$ cat src/rtl/crashlog_arb_pkg.sv
// rtl/crashlog_arb_pkg.sv - shared encodings for the crashlog trigger arbiter
package crashlog_arb_pkg;

  typedef enum logic [1:0] {
    ST_IDLE    = 2'b00,
    ST_ASSERT  = 2'b01,
    ST_HOLDOFF = 2'b10
  } state_t;

  localparam int NUM_SRC = 3;

  localparam logic [1:0] SRC_NONE   = 2'd0;
  localparam logic [1:0] SRC_CATERR = 2'd1;
  localparam logic [1:0] SRC_GLBRST = 2'd2;
  localparam logic [1:0] SRC_BMC    = 2'd3;

  // Fixed priority: CATERR > GLBRSTWARN > BMC
  function automatic logic [1:0] pick_src(input logic [NUM_SRC-1:0] pend);
    if (pend[0])      return SRC_CATERR;
    else if (pend[1]) return SRC_GLBRST;
    else if (pend[2]) return SRC_BMC;
    else              return SRC_NONE;
  endfunction

endpackage

$ cat src/rtl/sync_fall_det.sv
// rtl/sync_fall_det.sv - 2-flop synchronizer with falling-edge pulse, flops reset to 1
module sync_fall_det (
  input  logic clk,
  input  logic rst,
  input  logic sig_n,
  output logic fall
);

  logic s1, s2, s3;

  always_ff @(posedge clk or posedge rst) begin
    if (rst) begin
      s1 <= 1'b1;
      s2 <= 1'b1;
      s3 <= 1'b1;
    end else begin
      s1 <= sig_n;
      s2 <= s1;
      s3 <= s2;
    end
  end

  assign fall = s3 & ~s2;

endmodule

$ cat src/rtl/crashlog_trig_arbiter.sv
// rtl/crashlog_trig_arbiter.sv - arbitrates three crashlog sources into one fixed-width PCH trigger
module crashlog_trig_arbiter
  import crashlog_arb_pkg::*;
#(
  parameter int PULSE_CYC   = 200,
  parameter int HOLDOFF_CYC = 2000
) (
  input  logic       iClk,
  input  logic       iRst,
  input  logic       iCpuCatErr_n,
  input  logic       iFmGlbRstWarn_n,
  input  logic       iFmBmcCrashLogTrig_n,
  input  logic       iStatusClr,
  output logic       oFmPchCrashlogTrig_n,
  output logic       oBusy,
  output logic [1:0] oGrantSrc,
  output logic [2:0] oStatus,
  output logic       oOverrun
);

  localparam int MAX_CYC = (PULSE_CYC > HOLDOFF_CYC) ? PULSE_CYC : HOLDOFF_CYC;
  localparam int CW      = $clog2(MAX_CYC + 1);
  localparam logic [CW-1:0] PULSE_LOAD = CW'(PULSE_CYC - 1);
  localparam logic [CW-1:0] HOLD_LOAD  = CW'(HOLDOFF_CYC - 1);

  logic [NUM_SRC-1:0] src_n, ev, pend, grant_hot, ovr_set;
  state_t             state, state_nxt;
  logic [CW-1:0]      cnt, cnt_nxt;
  logic               start_grant;
  logic [1:0]         grant_pick;
  logic               trig_n_nxt;

  assign src_n = {iFmBmcCrashLogTrig_n, iFmGlbRstWarn_n, iCpuCatErr_n};

  for (genvar i = 0; i < NUM_SRC; i++) begin : g_sync
    sync_fall_det u_det (
      .clk  (iClk),
      .rst  (iRst),
      .sig_n(src_n[i]),
      .fall (ev[i])
    );
  end

  assign grant_pick = pick_src(pend);

  always_ff @(posedge iClk or posedge iRst) begin
    if (iRst) begin
      state <= ST_IDLE;
      cnt   <= '0;
    end else begin
      state <= state_nxt;
      cnt   <= cnt_nxt;
    end
  end

  always_comb begin
    state_nxt   = state;
    cnt_nxt     = cnt;
    start_grant = 1'b0;
    case (state)
      ST_IDLE: begin
        if (|pend) begin
          state_nxt   = ST_ASSERT;
          cnt_nxt     = PULSE_LOAD;
          start_grant = 1'b1;
        end
      end
      ST_ASSERT: begin
        if (cnt == '0) begin
          state_nxt = ST_HOLDOFF;
          cnt_nxt   = HOLD_LOAD;
        end else begin
          cnt_nxt = cnt - 1'b1;
        end
      end
      ST_HOLDOFF: begin
        if (cnt == '0) state_nxt = ST_IDLE;
        else           cnt_nxt   = cnt - 1'b1;
      end
      default: begin
        state_nxt = ST_IDLE;
        cnt_nxt   = '0;
      end
    endcase
  end

  always_comb begin
    grant_hot = '0;
    if (start_grant) begin
      case (grant_pick)
        SRC_CATERR: grant_hot = 3'b001;
        SRC_GLBRST: grant_hot = 3'b010;
        SRC_BMC:    grant_hot = 3'b100;
        default:    grant_hot = 3'b000;
      endcase
    end
    oBusy      = (state == ST_ASSERT) || (state == ST_HOLDOFF);
    trig_n_nxt = (state_nxt != ST_ASSERT);
  end

  // A source that is being granted this cycle is not "already pending" for a new event
  assign ovr_set = ev & pend & ~grant_hot;

  always_ff @(posedge iClk or posedge iRst) begin
    if (iRst) begin
      oFmPchCrashlogTrig_n <= 1'b1;
      oGrantSrc            <= SRC_NONE;
      pend                 <= '0;
      oStatus              <= '0;
      oOverrun             <= 1'b0;
    end else begin
      oFmPchCrashlogTrig_n <= trig_n_nxt;
      if (start_grant) oGrantSrc <= grant_pick;
      pend     <= ev | (pend & ~grant_hot);
      oStatus  <= ev | (oStatus & ~{NUM_SRC{iStatusClr}});
      oOverrun <= (|ovr_set) | (oOverrun & ~iStatusClr);
    end
  end

endmodule

$ cat config.mk
export PLATFORM = sky130hd
export DESIGN_NAME = crashlog_trig_arbiter
export DESIGN_NICKNAME = d
export VERILOG_FILES = /design/src/rtl/crashlog_arb_pkg.sv /design/src/rtl/sync_fall_det.sv /design/src/rtl/crashlog_trig_arbiter.sv
export SDC_FILE = /design/constraint.sdc
export NUM_CORES = 1
export LEC_CHECK = 0
export CAP_MARGIN = 0
export CORE_MARGIN = 2
export CORE_UTILIZATION = 40
export CTS_CLUSTER_SIZE = 20
export DETAILED_ROUTE_END_ITERATION = 6
export SLEW_MARGIN = 10
export SYNTH_ARGS = -nofsm -noshare
export SYNTH_HDL_FRONTEND = slang
export SYNTH_SLANG_ARGS = --single-unit
$ cat constraint.sdc
create_clock -name iClk -period 2.2 [get_ports iClk]
set_input_delay 0.44 -clock iClk [delete_from_list [all_inputs] [get_ports iClk]]
set_output_delay 0.44 -clock iClk [all_outputs]
set_load 0.05 [all_outputs]
==> results_dict.tcl <==
set metrics [dict create \
    synth_edf_count 0 \
    ant_nets 0 \
    cp_max_fo 10 \
    syn-num-nets 164 \
    grt_pass1_vias 1338 \
    fin_crit_ns 2.09 \
    hp-class "register to register" \
    first_iter_violations 101 \
    ir_drop_mv 0.578 \
    r2r-start "cnt[0]" \
    worst_pin_slew_ns 0.558 \
    power_frac_seq_pct 34.6 \
    top_level_ports 14 \
    maxCapViolations 0 \
    insertedDiodeCount 0 \
    powerDensity_nw_per_um2 1400 \
    final_util_pct 50.1 \
    port_buffers 13 \
    required_ns 2.38 \
    die_area_um2 4530 \
    avgSynthCellArea_um2 10.5 \
    p_leak_nw 0.871 \
    via_per_inst 5.64 \
    path_class "register to register" \
    rows 23 \
    p_clk_share_pct 17.3 \
    p_sw_share_pct 42.6 \
    skew_ns 0.00844 \
    syn_area_um2 1600 \
    share_comb_of_total_power_pct 48.0 \
    htreeDepth 2 \
    nNetsFinal 190 \
    die_h_um 67.3 \
    synth.top_cell.area_share_pct 34.3 \
    clk_latency_ns 0.29 \
    whs_endpoint "g_sync[1].u_det.s2" \
    r2r_setup_slack_ns 0.11 \
    root_buffer "clkbuf_8" \
    p_switching_w 0.00117 \
    grt_max_degree 33 \
    dp_hpwl_mm 2.47 \
    routedWlPerCell_um 15.5 \
    whs_path_depth 0 \
    synth_cell_types 49 \
    internal_power_w 0.00158 \
    track_usage_pct 18.0 \
    syn_inst 152 \
    status "finished, final reports clean" \
    rr_worst_depth 6 \
    cts_tree "built" \
    antenna_found_initial 0 \
    gp_congestion 0.845 \
    critPathLaunch "cnt[0]" \
    drive_above_1_share_pct 22.9 \
    yosys-top-cells-count "dfrtp_1, inv_1, dfstp_2" \
    drc_errors 0 \
    cts_setup_buffers 0 \
    clockBufferDepth 2 \
    first_pass_iters 4 \
    synth_ff_type "dfrtp_1" \
    yosys_warnings 0 \
    wl_mm 3.54 \
    ys_ff_latch 32 \
    start_util_pct 41.0 \
    grt-ovfl-total 0 \
    reg2reg_to "cnt[1]" \
    setup.worst_path.end_class "register" \
    die_x_um 67.3 \
    finalHoldViolCount 0 \
    clock_sinks 32 \
    design.core.area_um2 3910 \
    yosysTopAreaCell "dfrtp_1" \
    area_delta_synth_final_pct 22.4 \
    hp-start "g_sync[1].u_det.s1" \
    yosysSeqAreaShare_pct 50.7 \
    period_share_pct 95.0 \
    fmax_ghz 0.479 \
    async_flop_share_pct 100 \
    cp.arrival_ns 2.27 \
    crit_path_start_kind "register" \
    setup_viol 0 \
    maxSlewViolCount 0 \
    netlist_top_cells_area "dfrtp_1, dfstp_2, ha_1" \
    dr_total_vias 1291 \
    clk_pin_slew_worst_paths_ns 0.07 \
    setup_tns_ns 0 \
    grt_pass1_wl_mm 6.04 \
    relSlewSlack_pct 62.7 \
    cts_made_buffers 5 \
    synth.most_common_cell "dfrtp_1" \
]
==> flip-flops by register name, summed over array words and instances, names as in the netlist <==
signal	cells
cnt	11
oFmPchCrashlogTrig_n	1
oStatus	3
g_sync.u_det.s2	3
oGrantSrc	2
state	2
g_sync.u_det.s1	3
pend	3
g_sync.u_det.s3	3
oOverrun	1
==> power groups by stage <==
stage	Sequential (W)	Combinational, W	Clock [W]
after floorplan	0.00106	0.000783	0
after global placement	0.000943	0.00126	0
after detailed placement	0.000954	0.00129	0
after CTS	0.000946	0.00129	0.000490
after global routing	0.000976	0.00144	0.000514
final	0.000950	0.00132	0.000476
==> per-layer routing <==
layer / vias up / track usage (%) / routed length, um
li1: 617 / - / -
met1: 625 / 24.0 / 1640
met2: 39 / 26.4 / 1680
met3: 10 / 4.00 / 149
met4: 0 / 11.5 / 73
met5: - / 0 / 0
==> cell type report <==
cell class	count	area, um^2
Clock buffer	7	86.3
Clock inverter	1	7.51
Fill cell	370	1950
Inverter	16	60.1
Multi-Input combinational cell	98	714
Sequential cell	32	813
Tap cell	50	62.6
Timing Repair Buffer	25	218
==> through the flow <==
step | instances | area (um^2) | hold slack [ns] | total power (W) | setup WS [ns]
6_report | 229 | 1960 | 0.356 | 0.00275 | 0.111
4_1_cts | 229 | 1950 | 0.357 | 0.00273 | 0.0977
3_3_place_gp | 221 | 1860 | 0.346 | 0.00221 | 0.251
3_5_place_dp | 221 | 1860 | 0.347 | 0.00224 | 0.119
2_1_floorplan | 152 | 1600 | 0.345 | 0.00184 | 0.238
5_1_grt | 229 | 1960 | 0.365 | 0.00293 | -0.0246
==> placed cells by master, fill, tap and decap left out, drive strengths merged, types with 3 or more instances in the layout <==
master | synthesis | layout
or3 | 3 | 3
nand2b | 3 | 3
nand2 | 7 | 7
a41oi | 3 | 3
buf | 3 | 13
dfstp | 10 | 10
dfrtp | 22 | 22
o22a | 3 | 3
nor2 | 5 | 5
a21oi | 4 | 4
a22o | 3 | 3
inv | 16 | 16
o32a | 3 | 3
clkbuf | 3 | 7
clkdlybuf4s50 | 0 | 12
a211oi | 5 | 5
ha | 6 | 6
nor3 | 8 | 8
a31oi | 4 | 4
o21ai | 8 | 8
==> cells by family (layout without fill, tap and decap cells) <==
kind of cell    after synthesis  in the layout  share of synthesized area [%]
fa+ha+maj                     6              6                           4.68
flops                        32             32                           50.7
compound gates               48             48                           22.4
simple gates                 43             43                           16.1
buf+inv                      22             49                           5.54
xor+xnor                      1              1                          0.547
==> worst max path at each step <==
stage,endpoint,slack (ns),depth (start not counted)
final,cnt[1],0.11,6
after CTS,cnt[1],0.1,6
after floorplan,cnt[6],0.24,6
after global placement,cnt[1],0.25,6
after global routing,cnt[1],-0.02,6
after detailed placement,cnt[1],0.12,6
==> what timing repair did <==
action                                  4_1_cts  5_1_grt
endpoints found under the hold margin         0        0
endpoints found under the setup margin        0        1
hold buffers                                  0        0
gates resized for setup                       0        1
==> worst max-delay path: stages, from the launching register on <==
cell     delay (ns)
dfrtp_1        0.41
inv_1          0.09
ha_1           0.20
nor4b_2        0.17
and4_1         0.32
or2_2          0.41
o41ai_2        0.39
(Power assumes the default switching activity.)
